## src/rtl/cpu_perf_pkg.sv

```systemverilog
// Shared definitions for the CPU performance monitor: run/stop state encoding,
// counter limit modes and the read-select width calculation.
package cpu_perf_pkg;

  typedef enum logic {
    STOPPED = 1'b0,
    RUN     = 1'b1
  } state_t;

  localparam int MODE_WRAP = 32'sd0;
  localparam int MODE_SAT  = 32'sd1;

  // Index 0 is the cycle counter, so NUM_EVENTS event counters need NUM_EVENTS+1 codes.
  function automatic int calc_sel_w(input int num_events);
    return (num_events < 32'sd1) ? 32'sd1 : $clog2(num_events + 32'sd1);
  endfunction

endpackage

```

## src/rtl/perf_counter.sv

```systemverilog
// One live counter with a sticky limit flag; wraps or saturates at all-ones.
module perf_counter
  import cpu_perf_pkg::*;
#(
  parameter int CNT_WIDTH = 32,
  parameter int SAT_MODE  = MODE_WRAP
) (
  input  logic                 CLK,
  input  logic                 RESET,
  input  logic                 clr,
  input  logic                 inc,
  output logic [CNT_WIDTH-1:0] value,
  output logic                 ovf
);

  localparam logic [CNT_WIDTH-1:0] CNT_MAX  = {CNT_WIDTH{1'b1}};
  localparam logic [CNT_WIDTH-1:0] CNT_ZERO = {CNT_WIDTH{1'b0}};
  localparam logic [CNT_WIDTH-1:0] CNT_ONE  = {{(CNT_WIDTH-1){1'b0}}, 1'b1};

  logic                 at_max_s;
  logic [CNT_WIDTH-1:0] next_val_s;

  // Next count value, including the limit behaviour on an increment at all-ones.
  always_comb begin
    at_max_s = (value == CNT_MAX);
    if (!inc) begin
      next_val_s = value;
    end else if (!at_max_s) begin
      next_val_s = value + CNT_ONE;
    end else if (SAT_MODE == MODE_SAT) begin
      next_val_s = CNT_MAX;
    end else begin
      next_val_s = CNT_ZERO;
    end
  end

  // Counter and sticky flag; a clear overrides any same-cycle increment.
  always_ff @(posedge CLK or negedge RESET) begin
    if (!RESET) begin
      value <= CNT_ZERO;
      ovf   <= 1'b0;
    end else if (clr) begin
      value <= CNT_ZERO;
      ovf   <= 1'b0;
    end else begin
      value <= next_val_s;
      ovf   <= ovf | (inc & at_max_s);
    end
  end

endmodule

```

## src/rtl/cpu_perf_monitor.sv

```systemverilog
// Performance monitor: cycle + event counters, a shadow bank loaded on SNAPSHOT,
// and a one-cycle-latency read port over the shadow bank.
module cpu_perf_monitor
  import cpu_perf_pkg::*;
#(
  parameter int  NUM_EVENTS = 4,
  parameter int  CNT_WIDTH  = 32,
  parameter int  SAT_MODE   = MODE_WRAP,
  localparam int SEL_W      = calc_sel_w(NUM_EVENTS)
) (
  input  logic                  CLK,
  input  logic                  RESET,
  input  logic                  START,
  input  logic                  STOP,
  input  logic                  CLEAR,
  input  logic                  SNAPSHOT,
  input  logic [NUM_EVENTS-1:0] EVENT_IN,
  input  logic                  RD_EN,
  input  logic [SEL_W-1:0]      RD_SEL,
  output logic [CNT_WIDTH-1:0]  RD_DATA,
  output logic                  RD_OVF,
  output logic                  RD_VALID,
  output logic                  RUNNING,
  output logic                  SNAP_VALID
);

  localparam int NUM_CNT = NUM_EVENTS + 32'sd1;

  state_t               state_r;
  logic                 running_r;
  logic                 snap_valid_r;
  logic                 run_s;
  logic [NUM_CNT-1:0]   inc_s;
  logic [CNT_WIDTH-1:0] live_val_s   [NUM_CNT];
  logic [NUM_CNT-1:0]   live_ovf_s;
  logic [CNT_WIDTH-1:0] shadow_val_r [NUM_CNT];
  logic [NUM_CNT-1:0]   shadow_ovf_r;
  logic [CNT_WIDTH-1:0] rd_val_s;
  logic                 rd_ovf_s;
  logic [CNT_WIDTH-1:0] rd_data_r;
  logic                 rd_ovf_r;
  logic                 rd_valid_r;

  // Increments follow the pre-edge state: START-cycle events are dropped, STOP-cycle events kept.
  always_comb begin
    run_s = (state_r == RUN);
    inc_s = {EVENT_IN & {NUM_EVENTS{run_s}}, run_s};
  end

  for (genvar i = 0; i < NUM_CNT; i++) begin : g_cnt
    perf_counter #(
      .CNT_WIDTH (CNT_WIDTH),
      .SAT_MODE  (SAT_MODE)
    ) u_cnt (
      .CLK   (CLK),
      .RESET (RESET),
      .clr   (CLEAR),
      .inc   (inc_s[i]),
      .value (live_val_s[i]),
      .ovf   (live_ovf_s[i])
    );
  end

  // Run/stop control with registered RUNNING; STOP beats a simultaneous START.
  always_ff @(posedge CLK or negedge RESET) begin
    if (!RESET) begin
      state_r   <= STOPPED;
      running_r <= 1'b0;
    end else begin
      case (state_r)
        STOPPED: begin
          if (START && !STOP) begin
            state_r   <= RUN;
            running_r <= 1'b1;
          end else begin
            state_r   <= STOPPED;
            running_r <= 1'b0;
          end
        end
        RUN: begin
          if (STOP) begin
            state_r   <= STOPPED;
            running_r <= 1'b0;
          end else begin
            state_r   <= RUN;
            running_r <= 1'b1;
          end
        end
        default: begin
          state_r   <= STOPPED;
          running_r <= 1'b0;
        end
      endcase
    end
  end

  // Shadow bank captures the pre-edge live values; CLEAR leaves it untouched.
  always_ff @(posedge CLK or negedge RESET) begin
    if (!RESET) begin
      for (int i = 0; i < NUM_CNT; i++) begin
        shadow_val_r[i] <= {CNT_WIDTH{1'b0}};
      end
      shadow_ovf_r <= {NUM_CNT{1'b0}};
    end else if (SNAPSHOT) begin
      for (int i = 0; i < NUM_CNT; i++) begin
        shadow_val_r[i] <= live_val_s[i];
      end
      shadow_ovf_r <= live_ovf_s;
    end else begin
      for (int i = 0; i < NUM_CNT; i++) begin
        shadow_val_r[i] <= shadow_val_r[i];
      end
      shadow_ovf_r <= shadow_ovf_r;
    end
  end

  // SNAP_VALID: a snapshot sets it even when CLEAR arrives in the same cycle.
  always_ff @(posedge CLK or negedge RESET) begin
    if (!RESET) begin
      snap_valid_r <= 1'b0;
    end else if (SNAPSHOT) begin
      snap_valid_r <= 1'b1;
    end else if (CLEAR) begin
      snap_valid_r <= 1'b0;
    end else begin
      snap_valid_r <= snap_valid_r;
    end
  end

  // One-hot select over the shadow bank; indices past the last counter read as zero.
  always_comb begin
    rd_val_s = {CNT_WIDTH{1'b0}};
    rd_ovf_s = 1'b0;
    for (int i = 0; i < NUM_CNT; i++) begin
      rd_val_s = rd_val_s | (shadow_val_r[i] & {CNT_WIDTH{RD_SEL == SEL_W'(i)}});
      rd_ovf_s = rd_ovf_s | (shadow_ovf_r[i] & (RD_SEL == SEL_W'(i)));
    end
  end

  // Read port register: data holds between reads, valid pulses for one cycle per request.
  always_ff @(posedge CLK or negedge RESET) begin
    if (!RESET) begin
      rd_data_r  <= {CNT_WIDTH{1'b0}};
      rd_ovf_r   <= 1'b0;
      rd_valid_r <= 1'b0;
    end else if (RD_EN) begin
      rd_data_r  <= rd_val_s;
      rd_ovf_r   <= rd_ovf_s;
      rd_valid_r <= 1'b1;
    end else begin
      rd_data_r  <= rd_data_r;
      rd_ovf_r   <= rd_ovf_r;
      rd_valid_r <= 1'b0;
    end
  end

  assign RD_DATA    = rd_data_r;
  assign RD_OVF     = rd_ovf_r;
  assign RD_VALID   = rd_valid_r;
  assign RUNNING    = running_r;
  assign SNAP_VALID = snap_valid_r;

endmodule

```

## config.mk

```make
export PLATFORM = sky130hd
export DESIGN_NAME = cpu_perf_monitor
export DESIGN_NICKNAME = d
export VERILOG_FILES = /design/src/rtl/cpu_perf_pkg.sv /design/src/rtl/perf_counter.sv /design/src/rtl/cpu_perf_monitor.sv
export SDC_FILE = /design/constraint.sdc
export NUM_CORES = 1
export LEC_CHECK = 0
export CAP_MARGIN = 5
export CORE_UTILIZATION = 55
export CTS_CLUSTER_DIAMETER = 60
export DETAILED_ROUTE_END_ITERATION = 10
export GPL_TIMING_DRIVEN = 0
export PLACE_DENSITY_LB_ADDON = 0.1
export SYNTH_ARGS = -nofsm -noshare
export SYNTH_HDL_FRONTEND = slang
export SYNTH_SLANG_ARGS = --single-unit
export TNS_END_PERCENT = 1
```

## constraint.sdc

```tcl
create_clock -name CLK -period 2.35 [get_ports CLK]
set_input_delay 0.47 -clock CLK [delete_from_list [all_inputs] [get_ports CLK]]
set_output_delay 0.47 -clock CLK [all_outputs]
set_load 0.02 [all_outputs]
```

=== After elaboration in Yosys (flattened, before gate mapping) ===
Index checks and enable logic that the tools add are counted.

* Add/subtract/negate cells: 5
* Equality and inequality tests: 9
* Mux-type cells: 26
* Bitwise operators: 30
* Reductions and logical operators: 9

{| class="wikitable"
|+ Operators with widths
! kind !! count
|-
| 32-bit two-way mux || 15
|-
| 32-bit by 1-bit adder with 32-bit output (second input constant) || 5
|-
| 32-bit AND || 5
|-
| 32-bit equality test (second input constant) || 5
|-
| 32-bit OR || 4
|-
| 2-bit nonzero test || 6
|-
| 1-bit AND || 10
|-
| 1-bit two-way mux || 10
|-
| 1-bit OR || 9
|-
| 3-bit by 2-bit equality test with 1-bit output (second input constant) || 2
|-
| 4-bit AND || 1
|-
| 3-bit by 1-bit equality test with 1-bit output (second input constant) || 1
|-
| 3-bit equality test (second input constant) || 1
|-
| 3-bit zero test || 1
|-
| 1-bit one-hot mux with 2 select lines || 1
|-
| 1-bit logical AND || 1
|-
| 1-bit zero test || 1
|-
| 1-bit NOT || 1
|}

* Register bits after elaboration: 366
* Input bits: 14
* Output and inout port bits: 36

=== Depth between registers and ports, before layout ===
Gate-level depths: netlist (run 1).

* Depth after elaboration: 6
* Mapped depth: 10
* Gate-level depth less buffers: 7

=== Hierarchy ===
From an unflattened synthesis (run 1), not the netlist that was laid out.

* Cell total of the unflattened synthesis: 1601
* Area, all modules: 17745.8 µm²

{| class="wikitable"
|+ By module, submodules not included
! module !! times used !! cells an instance !! area each (µm²) !! sequential area each (µm²)
|-
| perf_counter || 5 || 190 || 1780.5 || 825.8
|-
| cpu_perf_monitor || 1 || 651 || 8843.5 || 5029.8
|}

=== Worst setup path after synthesis (run 1) ===
OpenSTA, ideal clock, no wires.

* Path kind: reg-to-reg
* From: register RUNNING (netlist name)
* To: register g_cnt[1].u_cnt.value[27]
* Setup time: 0.069 ns
* Arrival time: 1.997 ns
* Required time: 2.281 ns
* Path slack: 0.283 ns
* Cell stages (with the launch flop): 7
* Cells stage by stage: dfrtp_1 -> buf_2 -> nor2b_1 -> nand2_1 -> a31oi_1 -> or3b_2 -> nand3_1

{| class="wikitable"
|+ RTL lines
! item !! RTL line !! RTL
|-
| end signal, assigned || perf_counter.sv:46 || <nowiki>value <= next_val_s;</nowiki>
|-
| end, declared || perf_counter.sv:12 || <nowiki>output logic [CNT_WIDTH-1:0] value,</nowiki>
|}

=== Worst setup path in the final report (run 1) ===
* From: input RD_SEL[2]
* To: register rd_data_r[16] (netlist: RD_DATA[16])

* Cells in the longest elaborated chain, start to end: 6
* Elaborated cells between the ends (all ways): 14
* Classes of those cells: eq/ne: 4; bitwise: 9; reduce/logical: 1

{| class="wikitable"
|+ RTL lines
! item !! RTL line !! RTL
|-
| start, declared || cpu_perf_monitor.sv:19 || <nowiki>input logic [SEL_W-1:0] RD_SEL,</nowiki>
|-
| 3-bit by 1-bit equality test with 1-bit output / 3-bit zero test (equally long branches) || cpu_perf_monitor.sv:135 || <nowiki>rd_val_s = rd_val_s | (shadow_val_r[i] & {CNT_WIDTH{RD_SEL == SEL_W'(i)}});</nowiki>
|-
| 32-bit AND || cpu_perf_monitor.sv:135 ||
|-
| 32-bit OR (3 in series) || cpu_perf_monitor.sv:135 ||
|-
| 32-bit OR * || cpu_perf_monitor.sv:135 ||
|-
| end signal, assigned || cpu_perf_monitor.sv:143 || <nowiki>rd_data_r <= {CNT_WIDTH{1'b0}};</nowiki>
|-
| end signal, assigned || cpu_perf_monitor.sv:147 || <nowiki>rd_data_r <= rd_val_s;</nowiki>
|-
| end signal, assigned || cpu_perf_monitor.sv:151 || <nowiki>rd_data_r <= rd_data_r;</nowiki>
|-
| end, declared || cpu_perf_monitor.sv:40 || <nowiki>logic [CNT_WIDTH-1:0] rd_data_r;</nowiki>
|}

Every way passes the cells marked *; elsewhere a longest branch is shown, timed or not.
A chain may end at the register's enable or synchronous reset.

==> metrics.cfg, run 1 <==
[cts]
cts.htree.levels=2
tritoncts_clock_tree=yes
clock_sinks=366
clockRootBuffer=sky130_fd_sc_hd__clkbuf_16
clkSlewWorstSetupHoldPaths_ns=0.06
tritoncts.num_buffers=39
clock_tree.buffer_depth=3
worst_skew_pair_latency_ns=0.53

[synth]
yosysWarningCount=0
synth_top_cells_by_area=sky130_fd_sc_hd__dfrtp_1 55%, sky130_fd_sc_hd__mux2_2 11%, sky130_fd_sc_hd__xor2_1 4.7%, sky130_fd_sc_hd__nor2_1 4.3%, sky130_fd_sc_hd__mux2i_1 2.8%
yosysMostFrequentCell=sky130_fd_sc_hd__dfrtp_1
synth_cells=1494
synth_top_area_share_pct=54.72
netlist-cell-type-count=61
syn_area_mm2=0.01674
yosys_register_bits=366
share_of_the_yosys_chip_area_belonging_to_registers_pct=54.72
synth_top_flop_cell=sky130_fd_sc_hd__dfrtp_1
avgSynthCellArea_um2=11.20
synthDominantAreaCellType=sky130_fd_sc_hd__dfrtp_1
synth_nets=1513
synthArstFlopShare_pct=100.0
synth_edf_count=0
synth.top_cells.by_count=366 x sky130_fd_sc_hd__dfrtp_1, 190 x sky130_fd_sc_hd__nor2_1, 167 x sky130_fd_sc_hd__mux2_2

[layout]
design.final.nets=1605
insertedDiodeCount=0
area.growth.synth_to_final_pct=15.64
post_route_cells_drive_above_1_share_pct=18.49
postLayoutCoreUtil_pct=64.95

[pwr]
max-vdd-ir-drop_mv=0.4583
sequentialPowerShare_pct=47.5
power_switching_mw=3.017
clock_power_share_pct=47.0
combinationalPowerShare_pct=5.6
internal_power_mw=10.53
power_switching_share_pct=22.27
pwr_density_cell_mw_per_mm2=700.0
total_leakage_power_nw=8.866

[floorplanning]
core_area_mm2=0.02980
die_h_um=176.4
chipWidth_um=176.4
ios=50
initial_core_util_pct=56.17
rows=63
design.die.area_mm2=0.03113

[sta]
setup_failing_eps_final=4
worst_slew_margin_rel_pct=38.69
totalNegativeSetupSlack_ns=-0.06483
grt_setup_unrepaired=true
finalHoldViolCount=0
worst_slack_ns=-0.01920
max_slew.worst_pin.slew_ns=0.9196
layout_min_cycle_time_ns=2.369
worst_skew_ns=0.01339
max_freq_mhz=422.1
layout_worst_path_cycle_share_pct=100.8
slew_violations=0

[placement]
dp_hpwl_um=31440
gpl.final_weighted_congestion=0.9100
numPortBuffers=46

[setup_path]
cpPeakStageDelay_ns=0.61
crit_fanout=10
critical_path.startpoint_type=primary input
criticalPathCategory=primary input to flop
critical_path.endpoint_type=flop
required_ns=2.77
worst_path_max_delay_cell=sky130_fd_sc_hd__clkdlybuf4s50_1
critical_path_arrival_ns=2.79
ff2ff_path_depth=6
crit_chain=clkdlybuf4s50_1, clkdlybuf4s18_2, mux2i_1, nor2_1, a21oi_1, o221ai_1, o21a_1

[drt]
avgRoutedWirePerCell_um=21.99
route.detailed.drc=0
dr.first_iter.drc_count=957
via_count=12032
wirelength_um=44030
antenna_violating_nets_post_route=0
drt_pre_antenna_iters=5
route.detailed.vias_per_inst=6.010

[min_path]
hold_depth=2
hp-class=primary input to flop

[global_route]
grt_start_max_net_pins=108
grt.overflow.total=0
grtUsageTotal_pct=29.22
grt_pass1_vias=11547
grt_antenna_before_repair=0
grt_pass1_wl_um=68700

[status]
failing_checks=setup timing
run_status=finished, violations left

[run]
cap_viol_max_count=0

-- final cells by class --
type                       instances  area [um2]
clock buffer                      63        1239
timing repair buffer              51       565.5
multi-input combinational       1050        7428
clock inverter                     4       95.09
inverter                          13       50.05
tap                              390       488.0
sequential                       366        9168
fill                            2350       10440
buffer                            65       320.3
-- logic make-up (layout without fill, tap and decap cells) --
group | count (synthesis) | count (layout) | synth area share [%]
flip-flops | 366 | 366 | 54.72
multiplexers | 213 | 213 | 13.99
AND/OR/NAND/NOR | 536 | 536 | 15.82
AO/OA/AOI/OAI | 171 | 171 | 6.586
adder cells (fa/ha/maj) | 5 | 5 | 0.3738
XOR/XNOR | 125 | 125 | 6.542
buffers and inverters | 78 | 196 | 1.966
-- through the flow --
| step | instances | power (mW) | worst slack [ns] | hold slack (ns) | cell area [um2] |
|---|---|---|---|---|---|
| finish | 2002 | 13.55 | -0.01920 | 0.4732 | 19350 |
| CTS | 2002 | 13.63 | -0.01102 | 0.4593 | 19220 |
| floorplan | 1494 | 6.878 | 0.2835 | 0.1744 | 16740 |
| global route | 2002 | 13.94 | -0.1242 | 0.4869 | 19350 |
| global placement | 1930 | 7.269 | -15.20 | 0.4629 | 17680 |
| detailed placement | 1933 | 7.283 | -0.7295 | 0.4675 | 17770 |
-- state kept, by name, summed over array words and instances, names as in the netlist --
| signal | flops |
|---|---|
| RUNNING | 1 |
| g_cnt.u_cnt.value | 160 |
| SNAP_VALID | 1 |
| RD_OVF | 1 |
| g_cnt.u_cnt.ovf | 5 |
| shadow_ovf_r | 5 |
| RD_DATA | 32 |
| shadow_val_r | 160 |
| RD_VALID | 1 |
-- path summary, 6_finish.rpt --
check | startpoint | end | slack, ns
worst max register to register | g_cnt[1].u_cnt.value[6]$_DFFE_PN0P_ | g_cnt[1].u_cnt.value[25]$_DFFE_PN0P_ | -0.02
worst max-delay path | RD_SEL[2] | RD_DATA[16]$_DFFE_PN0P_ | -0.02
min in group asynchronous | RESET | g_cnt[1].u_cnt.value[18]$_DFFE_PN0P_ | 0.49
max in group asynchronous | RESET | RUNNING$_DFF_PN0_ | 0.45
worst min register to register | SNAP_VALID$_DFFE_PN0P_ | SNAP_VALID$_DFFE_PN0P_ | 0.48
worst min-delay path | STOP | RUNNING$_DFF_PN0_ | 0.47
-- critical path, delay by kind of cell --
| family | cells | cell delay [ns] |
|---|---|---|
| AOI/OAI and AO/OA | 3 | 0.75 |
| muxes | 1 | 0.35 |
| buffers and inverters | 2 | 1.13 |
| and+or+nand+nor | 1 | 0.08 |
-- metal layers --
layer / vias to the layer above / wire [um] / GRT usage (%)
li1: 5491 / - / -
met1: 6110 / 21050 / 44.51
met2: 349 / 18780 / 41.85
met3: 82 / 2617 / 4.823
met4: 0 / 1570 / 10.85
met5: - / 0 / 0
-- power by group through the flow --
stage | clock network, mW | logic, mW | registers [mW]
after global routing | 6.69 | 0.818 | 6.43
after detailed placement | 0 | 0.744 | 6.54
after global placement | 0 | 0.720 | 6.55
final | 6.36 | 0.754 | 6.43
after CTS | 6.45 | 0.756 | 6.43
after floorplan | 0 | 0.305 | 6.57
-- repair_timing --
action                                 CTS  global route
endpoints found under the hold margin   75             0
buffers inserted                         1             0
setup endpoints to repair              133           141
resized for setup                       24            37
pin swaps                                3             4
hold buffers                             1             0
-- cells in the final DEF, fill, tap and decap left out, types with 36 or more instances in the layout --
cell type	synthesis	routed
sky130_fd_sc_hd__xor2_1	89	89
sky130_fd_sc_hd__nand4_1	46	46
sky130_fd_sc_hd__a21oi_1	52	52
sky130_fd_sc_hd__mux2_2	167	167
sky130_fd_sc_hd__xnor2_1	36	36
sky130_fd_sc_hd__clkbuf_16	0	41
sky130_fd_sc_hd__nor2_1	190	189
sky130_fd_sc_hd__nand2_1	109	108
sky130_fd_sc_hd__clkdlybuf4s50_1	0	45
sky130_fd_sc_hd__dfrtp_1	366	359
sky130_fd_sc_hd__clkbuf_1	43	50
sky130_fd_sc_hd__mux2i_1	46	45
sky130_fd_sc_hd__o21ai_0	39	39
sky130_fd_sc_hd__nand3_1	64	62
sky130_fd_sc_hd__and3_1	36	36
Note: power is estimated with default switching activity, not from simulation.
==> run 2, diff against run 1 <==
CTS_CLUSTER_SIZE = 20   (was not set)
==> run 2 against run 1 <==
- the run still ends with setup timing left
- sequential share of layout area rose by 0.67 points
- first-iteration DRC count rose by 5.2%
- utilization fell by 0.89 points
- cell area fell by 1.4%
- flip-flop and latch count did not move
- critical endpoint is now RD_DATA[23]$_DFFE_PN0P_
- largest cell class unchanged
==> metrics.cfg, run 2 (synthesized netlist as in run 1, its figures left out) <==
[status]
run_status=finished, violations left
failing_checks=setup timing

[sta]
worst_slew_margin_rel_pct=33.58
max_slew.worst_pin.slew_ns=0.9963
worst_skew_ns=0.01949
finalHoldViolCount=0
setup_failing_eps_final=3
slew_violations=0
totalNegativeSetupSlack_ns=-0.07224
worst_slack_ns=-0.02890
layout_worst_path_cycle_share_pct=101.2
layout_min_cycle_time_ns=2.379
max_freq_mhz=420.4
timing.hold.ws_ns=0.4167
grt_setup_unrepaired=true

[layout]
layout.cells.most_common=sky130_fd_sc_hd__dfrtp_1
fin_area_mm2=0.01909
postLayoutCoreUtil_pct=64.07
area.growth.synth_to_final_pct=14.06
fill_cells=2357
mostFrequentLayoutCells=357 x sky130_fd_sc_hd__dfrtp_1, 189 x sky130_fd_sc_hd__nor2_1, 167 x sky130_fd_sc_hd__mux2_2
design.final.nets=1598
post_route_cells_drive_above_1_share_pct=18.05

[run]
cap_viol_max_count=0

[setup_path]
crit_fanout=10
criticalPathCategory=primary input to flop
critical_path.startpoint_type=primary input
critical_path.endpoint_type=flop
worst_path_max_delay_cell=sky130_fd_sc_hd__buf_1
cpPeakStageDelay_ns=0.61
crit_chain=clkbuf_1, buf_1, mux2i_1, o21ai_0, a221oi_1, a21oi_1
required_ns=2.79
critical_path_arrival_ns=2.82

[cts]
clockRootBuffer=sky130_fd_sc_hd__clkbuf_16
worst_skew_pair_latency_ns=0.58
clock_sinks=366
cts.htree.levels=1
tritoncts_clock_tree=yes
clock_tree.buffer_depth=3
clkSlewWorstSetupHoldPaths_ns=0.08
tritoncts.num_buffers=30

[floorplanning]
core_area_mm2=0.02980
initial_core_util_pct=56.17
design.die.area_mm2=0.03113
die_h_um=176.4
ios=50
chipWidth_um=176.4
rows=63

[pwr]
power_switching_mw=3.098
sequentialPowerShare_pct=50.6
combinationalPowerShare_pct=5.9
total_leakage_power_nw=8.765
pwr_density_cell_mw_per_mm2=664.0
max-vdd-ir-drop_mv=0.7381
power_switching_share_pct=24.44
clock_power_share_pct=43.4
internal_power_mw=9.577
total_power_mw=12.67

[placement]
dp_hpwl_um=31440
numPortBuffers=46
place_area_mm2=0.01777
gpl.final_weighted_congestion=0.9100

[global_route]
grtUsageTotal_pct=29.04
grt_pass1_wl_um=68700
grt_start_max_net_pins=108
grt_antenna_before_repair=0
grt.overflow.total=0
grt_pass1_vias=11541

[drt]
route.detailed.vias_per_inst=6.011
avgRoutedWirePerCell_um=21.92
route.detailed.drc=0
antenna_violating_nets_post_route=0
via_count=11974
wirelength_um=43660
dr.first_iter.drc_count=1007
drt_pre_antenna_iters=5

[min_path]
hp-class=primary input to flop

run 2: power groups by stage:
stage	sequential, mW	clock [mW]	combinational [mW]
floorplan	6.57	0	0.305
CTS	6.42	5.59	0.754
global placement	6.55	0	0.720
detailed placement	6.54	0	0.744
global route	6.42	5.83	0.816
finish	6.42	5.51	0.750
run 2: through the flow:
step           setup slack, ns  instances
2_1_floorplan           0.2835       1494
3_3_place_gp            -15.20       1930
3_5_place_dp           -0.7295       1933
4_1_cts               -0.05648       1988
5_1_grt                -0.1373       1991
6_report              -0.02890       1992
run 2: routing by layer:
| metal | global-route usage, % | up-vias | routed length, um |
|---|---|---|---|
| met5 | 0 | - | 0 |
| met4 | 9.447 | 0 | 1626 |
| met3 | 3.962 | 76 | 2391 |
| met2 | 42.18 | 331 | 18750 |
| met1 | 44.81 | 6096 | 20900 |
| li1 | - | 5471 | - |
run 2: what timing repair did:
item / CTS / global route
hold buffers: 1 / 0
endpoints found under the setup margin: 131 / 147
gates resized for setup: 22 / 31
pin swaps: 3 / 6
buffers inserted: 1 / 3
endpoints found under the hold margin: 75 / 0
run 2: path summary, 6_finish.rpt:
check / to / slack, ns / depth (start not counted) / from
max: RD_DATA[23]$_DFFE_PN0P_ / -0.03 / 6 / RD_SEL[0]
min: RUNNING$_DFF_PN0_ / 0.42 / 2 / STOP
max reg2reg: g_cnt[1].u_cnt.value[30]$_DFFE_PN0P_ / 0.03 / 6 / g_cnt[1].u_cnt.value[6]$_DFFE_PN0P_
min reg2reg: RD_DATA[31]$_DFFE_PN0P_ / 0.48 / 1 / RD_DATA[31]$_DFFE_PN0P_
max in group asynchronous: g_cnt[4].u_cnt.value[2]$_DFFE_PN0P_ / 0.51 / 4 / RESET
min in group asynchronous: g_cnt[1].u_cnt.value[18]$_DFFE_PN0P_ / 0.44 / 2 / RESET
run 2: final cells by class:
class | count | area [um2] | area share (%)
sequential | 366 | 9170 | 48.04
multi-input combinational | 1050 | 7421 | 38.87
tap | 390 | 488.0 | 2.556
inverter | 13 | 50.05 | 0.2622
timing repair buffer | 54 | 588.1 | 3.081
buffer | 64 | 301.5 | 1.580
clock buffer | 34 | 797.0 | 4.175
antenna | 1 | 2.502 | 0.01311
clock inverter | 20 | 271.5 | 1.422
run 2: worst max-delay path: cells and delay by family:
family,cells,cell delay [ns]
AOI/OAI and AO/OA,3,0.62
buffers and inverters,2,1.17
muxes,1,0.55
==> run 3, diff against run 2 <==
--- a/config.mk
+++ b/config.mk
@@ -8,2 +8,3 @@
 export CAP_MARGIN = 5
+export CORE_MARGIN = 10
 export CORE_UTILIZATION = 55
==> constraint.sdc (replaced) <==
create_clock -name CLK -period 2.35 [get_ports CLK]
set_input_delay 0.5875 -clock CLK [delete_from_list [all_inputs] [get_ports CLK]]
set_output_delay 0.5875 -clock CLK [all_outputs]
set_load 0.02 [all_outputs]
==> run 3 against run 2 <==
- the flow still finishes with violations (setup timing)
- via count is 0.38% lower
- first-iteration DRC count is 10% lower
- largest power group unchanged
- clock skew hardly changed
- global-route usage fell by 6.7 points
- highest routed layer unchanged
==> metrics.cfg, run 3 (synthesized netlist as in run 1, its figures left out) <==
[status]
run_status=finished, violations left
failing_checks=setup timing

[layout]
fill_cells=2376
layout.cells.most_common=sky130_fd_sc_hd__dfrtp_1
fin_area_mm2=0.01905
mostFrequentLayoutCells=355 x sky130_fd_sc_hd__dfrtp_1, 189 x sky130_fd_sc_hd__nor2_1, 167 x sky130_fd_sc_hd__mux2_2
insertedDiodeCount=0
area_occupied_by_multi_input_gates_mm2=0.007432
postLayoutCoreUtil_pct=63.92
final-seq-area_mm2=0.009173
area.growth.synth_to_final_pct=13.80
design.final.nets=1598
post_route_cells_drive_above_1_share_pct=18.74

[drt]
route.detailed.vias_per_inst=5.991
via_count=11929
avgRoutedWirePerCell_um=21.78
route.detailed.drc=0
dr.first_iter.drc_count=905
wirelength_um=43360
antenna_violating_nets_post_route=0
drt_pre_antenna_iters=5

[run]
cap_viol_max_count=0

[floorplanning]
core_area_mm2=0.02980
rows=63
chipWidth_um=194.4
initial_core_util_pct=56.17
design.die.area_mm2=0.03781
die_h_um=194.4
ios=50

[setup_path]
cpPeakStageDelay_ns=0.63
crit_fanout=10
worst_path_max_delay_cell=sky130_fd_sc_hd__clkdlybuf4s50_1
critical_path_arrival_ns=2.89
crit_path_start=RD_SEL[2]
crit_chain=clkdlybuf4s50_1, buf_2, mux2i_1, nor2_1, a21oi_1, o221ai_1, o21a_1
critical_path.startpoint_type=primary input
required_ns=2.82
critical_path.endpoint_type=flop
criticalPathCategory=primary input to flop
timing.rr.start=g_cnt[4].u_cnt.value[2]$_DFFE_PN0P_

[global_route]
grt_antenna_before_repair=0
grtUsageTotal_pct=22.36
grt_pass1_wl_um=67650
grt_start_max_net_pins=124
grt.overflow.total=0
grt_pass1_vias=11324

[sta]
grt_setup_unrepaired=true
worst_slack_ns=-0.06431
timing.hold.ws_ns=0.4804
worst_skew_ns=0.01937
slew_violations=0
worst_slew_margin_rel_pct=39.68
layout_min_cycle_time_ns=2.414
max_slew.worst_pin.slew_ns=0.9047
setup_failing_eps_final=4
max_freq_mhz=414.2
layout_worst_path_cycle_share_pct=102.7
finalHoldViolCount=0
totalNegativeSetupSlack_ns=-0.1309

[cts]
clock_sinks=366
worst_skew_pair_latency_ns=0.58
tritoncts_clock_tree=yes
tritoncts.num_buffers=29
clock_tree.buffer_depth=3
clkSlewWorstSetupHoldPaths_ns=0.08
clockRootBuffer=sky130_fd_sc_hd__clkbuf_16
cts.htree.levels=1

[placement]
numPortBuffers=46
place_area_mm2=0.01777
dp_hpwl_um=31510
gpl.final_weighted_congestion=0.8901

[pwr]
total_leakage_power_nw=8.707
power_switching_share_pct=25.27
max-vdd-ir-drop_mv=0.6723
combinationalPowerShare_pct=6.1
internal_power_mw=9.228
pwr_density_cell_mw_per_mm2=648.3
clock_power_share_pct=41.9
sequentialPowerShare_pct=52.0
power_switching_mw=3.120

[min_path]
hp-class=primary input to async pin

[run 3: area by class of cell]
cell class	instances	area share, %
Buffer	65	1.662
Clock buffer	30	3.883
Clock inverter	23	1.347
Inverter	13	0.2759
Multi-Input combinational cell	1050	39.02
Sequential cell	366	48.16
Tap cell	390	2.562
Timing Repair Buffer	54	3.088
[run 3: power by group through the flow]
stage          combinational, mW  sequential, mW  clock (mW)
4_1_cts                    0.758            6.41        5.24
5_1_grt                    0.820            6.42        5.51
3_5_place_dp               0.749            6.54           0
6_report                   0.757            6.42        5.18
2_1_floorplan              0.305            6.57           0
3_3_place_gp               0.724            6.55           0
[run 3: final timing paths]
check	slack, ns	depth (start not counted)	to
worst max-delay path	-0.06	7	RD_DATA[16]$_DFFE_PN0P_
worst min-delay path	0.48	2	RD_DATA[23]$_DFFE_PN0P_
worst max register to register	0.07	6	g_cnt[4].u_cnt.value[0]$_DFFE_PN0P_
worst min register to register	0.48	1	RD_DATA[21]$_DFFE_PN0P_
max in group asynchronous	0.44	4	RUNNING$_DFF_PN0_
min in group CLK	0.48	1	RD_DATA[21]$_DFFE_PN0P_
[run 3: metrics by stage]
stage | std cells | setup WS [ns] | power (mW)
detailed placement | 1933 | -0.8612 | 7.288
floorplan | 1494 | 0.1808 | 6.878
global placement | 1930 | -15.25 | 7.273
global route | 1991 | -0.03293 | 12.75
CTS | 1987 | -0.1255 | 12.41
finish | 1991 | -0.06431 | 12.35
[run 3: critical path, delay by kind of cell]
family | cells | cell delay [ns]
buffers and inverters | 2 | 1.06
muxes | 1 | 0.39
and+or+nand+nor | 1 | 0.07
AOI/OAI and AO/OA | 3 | 0.78
[run 3: layer usage]
metal	global-route usage, %	vias up	part of all wire [%]
met5	0	-	0
met4	7.240	0	3.4
met3	3.958	65	5.9
met2	32.31	309	43
met1	33.21	6072	48
li1	-	5483	-
[run 3: what timing repair did]
item,in CTS,in global routing
resized for setup,17,46
setup buffers,0,4
setup endpoints to repair,137,145
hold buffers,1,0
pin swaps,3,3
hold endpoints to repair,38,0
